<file path="config.mk">
export PLATFORM = sky130hd
export DESIGN_NAME = cpu_uart_rx
export DESIGN_NICKNAME = d
export VERILOG_FILES = /design/src/rtl/cpu_uart_pkg.sv /design/src/rtl/cpu_uart_tick_sync.sv /design/src/rtl/cpu_uart_rx.sv
export SDC_FILE = /design/constraint.sdc
export NUM_CORES = 1
export LEC_CHECK = 0
export ABC_AREA = 1
export CORE_MARGIN = 2
export CORE_UTILIZATION = 28
export DETAILED_ROUTE_END_ITERATION = 10
export PLACE_DENSITY = 0.45
export SETUP_SLACK_MARGIN = 0.02
export SYNTH_ARGS = -nofsm -noshare
export SYNTH_HDL_FRONTEND = slang
export SYNTH_SLANG_ARGS = --single-unit
export TNS_END_PERCENT = 10
</file>
<file path="constraint.sdc">
create_clock -name system_clk -period 3.35 [get_ports system_clk]
set_clock_uncertainty 0.05 [all_clocks]
set_input_delay 0.335 -clock system_clk [delete_from_list [all_inputs] [get_ports system_clk]]
set_output_delay 0.335 -clock system_clk [all_outputs]
set_load 0.05 [all_outputs]
</file>
<file path="src/rtl/cpu_uart_pkg.sv">
// cpu_uart_pkg
//   Definitions shared by the CPU UART receiver and transmitter: FSM state
//   encoding, default oversampling ratio and word size, and 8N1 line levels.
package cpu_uart_pkg;

  // Default timebase: baud_rate_clock ticks per bit, and data bits per frame.
  localparam int unsigned UART_OVS       = 64;
  localparam int unsigned UART_DATA_BITS = 8;

  // 8N1 line levels.
  localparam logic UART_IDLE_LEVEL  = 1'b1;
  localparam logic UART_START_LEVEL = 1'b0;
  localparam logic UART_STOP_LEVEL  = 1'b1;

  typedef enum logic [2:0] {
    IDLE  = 3'd0,
    START = 3'd1,
    DATA  = 3'd2,
    STOP  = 3'd3,
    BREAK = 3'd4
  } uart_state_t;

endpackage

</file>
<file path="src/rtl/cpu_uart_tick_sync.sv">
// cpu_uart_tick_sync
//   Brings the baud generator's oversample clock into the system_clk domain
//   as ordinary data and turns each synchronised rising edge into a
//   one-cycle tick. Shared by the RX and TX sides.
// Ports
//   system_clk  in   system clock, rising edge
//   reset       in   asynchronous, active-low reset
//   async_in    in   oversample clock from the baud generator
//   tick        out  1-cycle pulse per synchronised rising edge of async_in
module cpu_uart_tick_sync (
  input  logic system_clk,
  input  logic reset,
  input  logic async_in,
  output logic tick
);

  logic [1:0] sync_q;
  logic       prev_q;

  // All flops reset high so that leaving reset never produces a false edge.
  always_ff @(posedge system_clk or negedge reset) begin
    if (!reset) begin
      sync_q <= '1;
      prev_q <= 1'b1;
    end else begin
      sync_q <= {sync_q[0], async_in};
      prev_q <= sync_q[1];
    end
  end

  assign tick = sync_q[1] & ~prev_q;

endmodule

</file>
<file path="src/rtl/cpu_uart_rx.sv">
// cpu_uart_rx
//   8N1 UART receiver timed by the oversample ticks of the CPU baud-rate
//   generator. Delivers bytes through an rx_valid/rx_ack handshake and flags
//   framing errors (pulse) and overruns (sticky until acknowledged).
// Ports
//   system_clk       in   system clock, rising edge
//   reset            in   asynchronous, active-low reset
//   baud_rate_clock  in   oversample clock (OVS ticks per bit), treated as data
//   uart_rx          in   serial line, idle high, asynchronous
//   rx_ack           in   1-cycle pulse: consumer has taken rx_data
//   rx_data          out  last good byte, held until overwritten
//   rx_valid         out  byte available, high until rx_ack
//   rx_frame_err     out  1-cycle pulse: stop bit sampled low
//   rx_overrun       out  sticky: byte completed while previous one unread
//   rx_busy          out  receiver not idle
module cpu_uart_rx
  import cpu_uart_pkg::*;
#(
  parameter int unsigned OVS       = UART_OVS,
  parameter int unsigned DATA_BITS = UART_DATA_BITS
) (
  input  logic                 system_clk,
  input  logic                 reset,
  input  logic                 baud_rate_clock,
  input  logic                 uart_rx,
  input  logic                 rx_ack,
  output logic [DATA_BITS-1:0] rx_data,
  output logic                 rx_valid,
  output logic                 rx_frame_err,
  output logic                 rx_overrun,
  output logic                 rx_busy
);

  localparam int unsigned CNT_W = $clog2(OVS);
  localparam int unsigned BIT_W = $clog2(DATA_BITS);

  localparam logic [CNT_W-1:0] CNT_HALF = CNT_W'(OVS / 2 - 1);
  localparam logic [CNT_W-1:0] CNT_FULL = CNT_W'(OVS - 1);
  localparam logic [BIT_W-1:0] BIT_LAST = BIT_W'(DATA_BITS - 1);

  logic                 tick;
  logic [1:0]           rx_sync;
  logic                 rxs;
  uart_state_t          state;
  logic [CNT_W-1:0]     cnt;
  logic [BIT_W-1:0]     bitn;
  logic [DATA_BITS-1:0] shift;
  logic                 ack_take;

  cpu_uart_tick_sync u_tick_sync (
    .system_clk (system_clk),
    .reset      (reset),
    .async_in   (baud_rate_clock),
    .tick       (tick)
  );

  always_ff @(posedge system_clk or negedge reset) begin
    if (!reset) begin
      rx_sync <= {2{UART_IDLE_LEVEL}};
    end else begin
      rx_sync <= {rx_sync[0], uart_rx};
    end
  end

  assign rxs      = rx_sync[1];
  assign ack_take = rx_ack & rx_valid;

  always_ff @(posedge system_clk or negedge reset) begin
    if (!reset) begin
      state        <= IDLE;
      cnt          <= '0;
      bitn         <= '0;
      shift        <= '0;
      rx_data      <= '0;
      rx_valid     <= 1'b0;
      rx_frame_err <= 1'b0;
      rx_overrun   <= 1'b0;
      rx_busy      <= 1'b0;
    end else begin
      rx_frame_err <= 1'b0;

      // Handshake first; a frame load below overrides rx_valid in the same
      // cycle so a simultaneous ack and load keeps the new byte valid.
      if (ack_take) begin
        rx_valid   <= 1'b0;
        rx_overrun <= 1'b0;
      end

      unique case (state)
        IDLE: begin
          if (rxs == UART_START_LEVEL) begin
            state   <= START;
            cnt     <= '0;
            rx_busy <= 1'b1;
          end
        end

        START: begin
          if (tick) begin
            if (cnt == CNT_HALF) begin
              if (rxs != UART_START_LEVEL) begin
                state   <= IDLE;
                rx_busy <= 1'b0;
              end else begin
                state <= DATA;
                cnt   <= '0;
                bitn  <= '0;
              end
            end else begin
              cnt <= cnt + 1'b1;
            end
          end
        end

        DATA: begin
          if (tick) begin
            if (cnt == CNT_FULL) begin
              shift[bitn] <= rxs;
              cnt         <= '0;
              if (bitn == BIT_LAST) begin
                state <= STOP;
              end else begin
                bitn <= bitn + 1'b1;
              end
            end else begin
              cnt <= cnt + 1'b1;
            end
          end
        end

        STOP: begin
          if (tick) begin
            if (cnt == CNT_FULL) begin
              if (rxs == UART_STOP_LEVEL) begin
                rx_data  <= shift;
                rx_valid <= 1'b1;
                if (rx_valid && !rx_ack) begin
                  rx_overrun <= 1'b1;
                end
                state   <= IDLE;
                rx_busy <= 1'b0;
              end else begin
                rx_frame_err <= 1'b1;
                state        <= BREAK;
              end
            end else begin
              cnt <= cnt + 1'b1;
            end
          end
        end

        BREAK: begin
          // Only a return to idle level re-arms start detection.
          if (rxs == UART_IDLE_LEVEL) begin
            state   <= IDLE;
            rx_busy <= 1'b0;
          end
        end

        default: begin
          state   <= IDLE;
          rx_busy <= 1'b0;
        end
      endcase
    end
  end

endmodule
</file>
Word level (Yosys, flattened, before mapping)
Index checks and enable logic that the tools add are counted.
{ "classes": {"n_addsub": 2, "magnitude_cmp": 2, "n_eq_ne": 19, "muxes": 52, "bitwise": 4, "n_reduce_logical": 12} }
{ "op_table": {"columns": ["operator", "n"], "rows": [
  ["3-bit two-way mux", 16],
  ["6-bit two-way mux", 7],
  ["2-bit inequality test (second input constant)", 12],
  ["6-bit one-hot mux with 4 select lines", 1],
  ["1-bit two-way mux", 22],
  ["3-bit one-hot mux with 5 select lines", 1],
  ["9-bit AND reduction", 1],
  ["8-bit bitwise mux", 1],
  ["7-bit AND reduction", 1],
  ["6-bit by 1-bit adder with 6-bit output (second input constant)", 1],
  ["3-bit by 2-bit == test with 1-bit output (second input constant)", 2],
  ["3-bit == test (second input constant)", 2],
  ["6-bit by 5-bit == test with 1-bit output (second input constant)", 1],
  ["6-bit == test (second input constant)", 1],
  ["3-bit one-hot mux with 2 select lines", 1],
  ["6-bit AND reduction", 1],
  ["1-bit one-hot mux with 5 select lines", 1],
  ["5-bit AND reduction", 1],
  ["3-bit by 4-bit < comparator with 1-bit output (second input constant)", 1],
  ["4-bit AND reduction", 1],
  ["4-bit nonzero test", 1],
  ["3-bit by 1-bit adder with 3-bit output (second input constant)", 1],
  ["1-bit demux with 3-bit select", 1],
  ["3-bit by 1-bit == test with 1-bit output (second input constant)", 1],
  ["9 further kinds", 12]
]} }
{ "word_totals": {"register_bits": 37, "inputBits": 5, "output_inout_bits": 12, "word_cells": 103} }

Logic depth before layout (Yosys ltp)
Gate-level depths: netlist (run 1).
{ "logic_depth": {"depth_word": 7, "depth_mapped": 11, "ltp_nobuf": 10} }

Modules after synthesis
From an unflattened synthesis (run 1), not the netlist that was laid out.
{ "unflattened": {"cells_unflattened": 228, "area_unflattened_um2": 1821.7} }
{ "by_module_without_submodules": {"columns": ["module", "n_inst", "cells_per_inst", "area_each_um2", "seq_area_each_um2"], "rows": [
  ["cpu_uart_rx", 1, 223, 1732.9, 853.3],
  ["cpu_uart_tick_sync", 1, 5, 88.8, 78.8]
]} }

Least setup slack after synthesis (run 1)
Ideal clock, no wire load.
{ "synth_timing": {"kind": "register to register", "start": "reg cnt[0]", "end": "reg rx_data[5]", "setup_time_ns": 0.122, "arrival_ns": 1.301, "required_time_ns": 3.178, "setup_slack_ns": 1.877, "stages_incl_launch_ff": 8, "n_path_buf": 1, "synth_period_minus_slack_ns": 1.473, "cell_sequence": "dfrtp_1 ha_1 nand2_1 nor2_1 nand4_2 buf_6 nand2_1 o21ai_1"} }
{ "synth_via": {"elab_chain_cells": 2} }
{ "synth_rtl": {"columns": ["element", "line_no", "rtl"], "rows": [
  ["start: declaration", "cpu_uart_rx.sv:45", "logic [CNT_W-1:0] cnt;"],
  ["start signal: assignment", "cpu_uart_rx.sv:110", "cnt <= cnt + 1'b1;"],
  ["start signal: assignment", "cpu_uart_rx.sv:126", "cnt <= cnt + 1'b1;"],
  ["start signal: assignment", "cpu_uart_rx.sv:147", "cnt <= cnt + 1'b1;"],
  ["6-bit == test", "cpu_uart_rx.sv:133", "if (cnt == CNT_FULL) begin"],
  ["4-bit AND reduction (no source line)", null, null],
  ["end signal: assignment", "cpu_uart_rx.sv:135", "rx_data <= shift;"],
  ["end: declaration", "cpu_uart_rx.sv:27", "output logic [DATA_BITS-1:0] rx_data,"]
]} }
No other way between the ends.
A chain may end at the register's enable or synchronous reset.

Worst setup path after layout (run 1)
{ "layout_timing": {"start": "reg rx_valid", "end": "out rx_valid"} }
{ "layout_lines": {"columns": ["element", "line_no", "rtl"], "rows": [
  ["start: declaration", "cpu_uart_rx.sv:28", "output logic rx_valid,"],
  ["start signal: assignment", "cpu_uart_rx.sv:75", "rx_valid <= 1'b0;"],
  ["start signal: assignment", "cpu_uart_rx.sv:85", "rx_valid <= 1'b0;"],
  ["start signal: assignment", "cpu_uart_rx.sv:136", "rx_valid <= 1'b1;"]
]} }
No word-level cell between the ends.

==> out/summary.txt, run 1 <==
Setup crit end kind - output pin
Main synth FF type - dfrtp_1
Max stage delay on crit path - 0.80 ns
final setup fails - 0
Iteration-0 DRC Markers - 55
synth warn - 0
critical path type - reg -> out
layout cells sized above 1 - 8.91%
vias in the first global route - 1,527
Slew headroom - 44.2%
total CTS buffers - 5
Ant. Diodes - 0
Switching Share - 37.9%
sequential share of power - 40.2%
clock root cell - clkbuf_8
internal power - 0.902 mW
CTS tree - built
Fillers - 668
Clock Latency Late Sink - 0.29 ns
Longest Clk Path Bufs - 2
worst path cell trace - clkdlybuf4s50_1
vias per cell - 4.39
top-area cell type share of the netlist area - 43.7%
initial antenna violation count - 0
Resize count post-CTS - 0
HPWL Detailed - 2540 um
stages on the worst setup path - 1
Vias - 1,472
Total GRT Usage - 11.4%
area leader, netlist - dfrtp_1
die width - 84.9 um
CP max stage cell - clkdlybuf4s50_1
Crit path required time - 2.96 ns
Seq/Total Area, Yosys - 50.9%
Post-Syn Area - 0.00183 sq mm
worst endpoint data arrival time - 1.45 ns
Initial Util - 28.9%
Area Growth Syn to Fin - 19.0%
Syn Nets - 245
startpoint types - flip-flop
Critical Path Fanout Max - 3
Post-CTS Setup Bufs - 0
I/O pin cnt - 17
EDFF count, synth - 0
row count - 29
Max IR drop VDD - 0.000278 V
RSZ-0062 raised after global routing - false
Worst setup endpoint - rx_valid
CTS Sinks - 37
final period utilization - 54.8%
grt ovf - 0
final core utilization - 34.3%
Routed WL per cell - 10.6 um
R2R Setup Slk - 1.60 ns
Die ar. - 0.00721 sq mm
hold-fix buffers at CTS - 0
core area - 0.00635 sq mm
P_sw - 0.550 mW
first-pass GRT wire length - 6640 um
Final Hold Vio Count - 0
Setup TNS Final - 0 ns
power density cells - 666 mW/mm^2
outcome - finished, final reports clean
reg2reg start - cnt[0]
CTS H-tree depth - 2
r2r worst-path depth - 6
largest net degree at the start of global routing - 38
Synth top cells by count - nand2_1, dfrtp_1, inv_1
syn_area_per_cell - 7.73 sq um
Max Cap Viol - 0
Static Leak - 1.03 nW
Worst Path Buf+Inv - 1
non-filler cells, final - 335
Clock transition at path regs - 0.07 ns
flops & latches, synth - 37
die height - 84.9 um
FFs w/ async S/R, synth - 100%
Post-Route WL - 3560 um
DR DRC count - 0
CP delay by family, top - buffers and inverters
Placer Congestion - 0.887
# port buffers - 16
Comb pwr share - 32.5%
layout net count - 265
Hold Crit Class - in -> async
Fmax - 545 MHz
DRT antenna net count - 0
Worst setup startpoint - rx_valid
crit path time final - 1.84 ns
Cells after Synth - 237
Pre-antenna DRT Iters - 4
measured slew at the worst slew-check pin - 0.837 ns
dominant cells by area after synthesis - dfrtp_1, nand2_1, dfstp_2, nand3_1, inv_1
max-slew violation count - 0
most numerous cell in the Yosys netlist - nand2_1
Netlist cell types - 22
clock share of power - 27.3%
DP Cell Count - 327
## metrics by stage
stage	hold WS, ns	instance area, sq um	worst slack (ns)	total power, mW
2_1_floorplan	-0.0106	1830	1.88	0.948
3_3_place_gp	0.297	2060	1.55	1.07
3_5_place_dp	0.297	2060	1.54	1.06
4_1_cts	0.143	2180	1.50	1.47
5_1_grt	0.163	2180	1.30	1.59
6_report	0.0974	2180	1.51	1.45
## cell families after synthesis
kind of cell,after synthesis,share of synthesized area (%)
AO/OA/AOI/OAI,26,7.44
XOR/XNOR,1,0.478
adder cells (fa/ha/maj),3,2.05
buffers and inverters,33,7.23
flip-flops,37,50.9
AND/OR/NAND/NOR,137,31.9
## worst min-delay path by stage
| stage | slack [ns] | from | end |
|---|---|---|---|
| final | 0.1 | reset | cnt[5] |
| after global routing | 0.16 | reset | state[1] |
| after CTS | 0.14 | reset | state[1] |
| after detailed placement | 0.30 | rx_sync[0] | rx_sync[1] |
| after global placement | 0.30 | rx_sync[0] | rx_sync[1] |
| after floorplan | -0.01 | reset | asynchronous set/reset pin |
## worst register-to-register path: stages (launching register included)
cell	delay, ns
dfrtp_1	0.40
ha_1	0.20
nand2_1	0.09
nor2_1	0.19
nand4_2	0.42
nor2_1	0.21
o21a_1	0.12
## state kept, by name, indices dropped and copies added (netlist names), named ones only
name / count
rx_busy: 1
rx_frame_err: 1
state: 3
cnt: 6
bitn: 3
u_tick_sync.sync_q: 2
shift: 8
rx_valid: 1
u_tick_sync.prev_q: 1
rx_data: 8
rx_sync: 2
## layer usage
layer  vias up  wire [um]  GRT usage (%)
met2        24       1610           18.5
met5         -          0              0
met3         5        151           3.31
met1       657       1730           14.2
li1        786          -              -
met4         0         60           5.05
## cell usage in the layout, fill, tap and decap left out, drive strengths merged
master / instances
nand2: 81
dfrtp: 32
inv: 30
nor2: 28
nand3: 23
o21ai: 23
clkdlybuf4s50: 15
clkbuf: 7
dfstp: 5
nand3b: 3
ha: 3
a21oi: 2
nand4: 2
o21a: 1
xor2: 1
bufinv: 1
buf: 1
## power groups by stage
stage	clock, mW	combinational [mW]	sequential [mW]
2_1_floorplan	0	0.362	0.587
3_3_place_gp	0	0.480	0.593
3_5_place_dp	0	0.473	0.590
4_1_cts	0.416	0.475	0.583
5_1_grt	0.437	0.553	0.596
6_report	0.396	0.471	0.584
## layout make-up
type,instances,area [sq um],area share (%)
Clock buffer,7,86.3,3.96
Clock inverter,1,30.0,1.38
Inverter,30,113,5.16
Multi-Input combinational cell,167,768,35.2
Sequential cell,37,932,42.7
Tap cell,77,96.3,4.42
Timing Repair Buffer,16,155,7.11
Power figures use the tool's default switching activity.
==> run 2, diff against run 1 <==
clock period = 1.9 ns   (was 3.35 ns; I/O delays follow)
==> out/summary.txt, run 2 (synthesized netlist as in run 1, its figures left out) <==
clock root cell - clkbuf_8
Placed Area - 0.00209 sq mm (+1.1%)
core area - 0.00635 sq mm (unchanged)
I/O pin cnt - 17 (unchanged)
Post-CTS Setup Bufs - 0 (unchanged)
DR DRC count - 0 (unchanged)
Final Instance Area - 0.00222 sq mm (+1.7%)
Worst Path Buf+Inv - 1 (unchanged)
first-pass GRT wire length - 6330 um (-4.7%)
max-slew violation count - 0 (unchanged)
total CTS buffers - 5 (unchanged)
Setup TNS Final - 0 ns (unchanged)
Routed WL per cell - 10.3 um (-3.2%)
worst path cell trace - clkdlybuf4s50_1
worst endpoint data arrival time - 1.47 ns (+0.02 ns)
measured slew at the worst slew-check pin - 0.500 ns (-0.337 ns)
Max stage delay on crit path - 0.81 ns (about the same)
layout cells sized above 1 - 10.3% (+1.4 points)
most frequent cells in the layout - nand2_1, dfrtp_1, inv_1
Vias - 1,468 (-0.27%)
Ant. Diodes - 0 (unchanged)
Die ar. - 0.00721 sq mm (unchanged)
Placer Congestion - 0.880 (-0.78%)
Hold Crit Class - in -> reg
critical path type - reg -> out
final setup fails - 0 (unchanged)
row count - 29 (unchanged)
stages on the worst setup path - 1 (unchanged)
CP max stage cell - clkdlybuf4s50_1
largest net degree at the start of global routing - 38 (unchanged)
final core utilization - 34.9% (+0.57 points)
R2R Setup Slk - 0.23 ns (-1.37 ns)
Clock Latency Late Sink - 0.29 ns (about the same)
Reg-to-Reg End - state[1]
initial antenna violation count - 0 (unchanged)
WHS Endpoint - u_tick_sync.sync_q[0]
Fmax - 585 MHz
DP Cell Count - 330 (+0.92%)
layout net count - 269 (+1.5%)
r2r worst-path depth - 10 (+4)
CTS tree - built
final period utilization - 90.0%
Total GRT Usage - 11.1% (-0.36 points)
Setup crit end kind - output pin
Longest Clk Path Bufs - 2 (unchanged)
Critical Path Fanout Max - 3 (unchanged)
die width - 84.9 um (unchanged)
Post-Route WL - 3490 um (-2.0%)
die height - 84.9 um (unchanged)
CP delay by family, top - buffers and inverters
vias in the first global route - 1,350 (-12%)
vias per cell - 4.33 (-1.4%)
Clock transition at path regs - 0.08 ns (about the same)
Hold Crit Depth - 1
HPWL Detailed - 2530 um (-0.22%)
Iteration-0 DRC Markers - 55 (unchanged)
startpoint types - flip-flop
Pre-antenna DRT Iters - 4 (unchanged)
Hold Crit Start - baud_rate_clock
outcome - finished, final reports clean
most common cell after layout, fill and taps aside - nand2_1
# port buffers - 16 (unchanged)
Max Cap Viol - 0 (unchanged)
DRT antenna net count - 0 (unchanged)
Static Leak - 1.05 nW (+1.7%)
Crit path required time - 1.66 ns (-1.30 ns)
Fin Hold WS - 0.249 ns (+0.151 ns)
RSZ-0062 raised after global routing - false
reg2reg start - cnt[0]
Area Growth Syn to Fin - 21.0%
Top Registers - rx_data (8), shift (8), cnt (6)
power density cells - 1160 mW/mm^2 (+75%)
Final Hold Vio Count - 0 (unchanged)
Initial Util - 28.9% (unchanged)
CTS Sinks - 37 (unchanged)
Slew headroom - 66.5% (+22 points)
CTS H-tree depth - 2 (unchanged)
crit path time final - 1.71 ns
non-filler cells, final - 339 (+1.2%)
Max IR drop VDD - 0.000501 V (+80%)
grt ovf - 0 (unchanged)
## run 2: cell types whose count changed in the layout (fill, tap and decap cells not counted), sizes merged
cell	delta
dlygate4sd3	+1
buf	+3
clkinvlp	+1
clkbuf	-1
## run 2: repair_timing
action                                 4_1_cts  5_1_grt
gates resized for setup                      0        0
hold buffers                                 1        0
endpoints found under the hold margin       32        0
## run 2: area by class of cell
cell class,count,area [sq um]
clock buffer,6,82.6
clock inverter,2,37.5
multi-input combinational,167,768
timing repair buffer,20,188
tap,77,96.3
fill,683,4130
sequential,37,932
inverter,30,113
## run 2: through the flow
step / worst slack, ns / power (mW)
floorplan: 0.427 / 1.67
CTS: 0.166 / 2.62
detailed placement: 0.245 / 1.89
global placement: 0.228 / 1.90
finish: 0.191 / 2.58
global route: 0.0600 / 2.80
## run 2: worst max-delay path by stage
stage,endpoint,from,slack [ns]
4_1_cts,rx_valid,rx_valid,0.17
2_1_floorplan,rx_data[5],cnt[0],0.43
5_1_grt,shift[4],cnt[0],0.06
3_3_place_gp,cnt[0],state[1],0.23
3_5_place_dp,state[1],cnt[0],0.24
6_report,rx_valid,rx_valid,0.19
## run 2: power by group
| group | switching (mW) | internal (mW) | leakage [nW] |
|---|---|---|---|
| Clock | 0.286 | 0.427 | 0.0574 |
| Sequential | 0.121 | 0.895 | 0.487 |
| Combinational | 0.573 | 0.276 | 0.507 |
## run 2: layer usage
metal | up-vias | routed length [um] | GRT usage [%]
li1 | 796 | - | -
met4 | 0 | 65 | 4.76
met3 | 6 | 155 | 3.70
met1 | 644 | 1850 | 14.5
met2 | 22 | 1410 | 16.8
met5 | - | 0 | 0
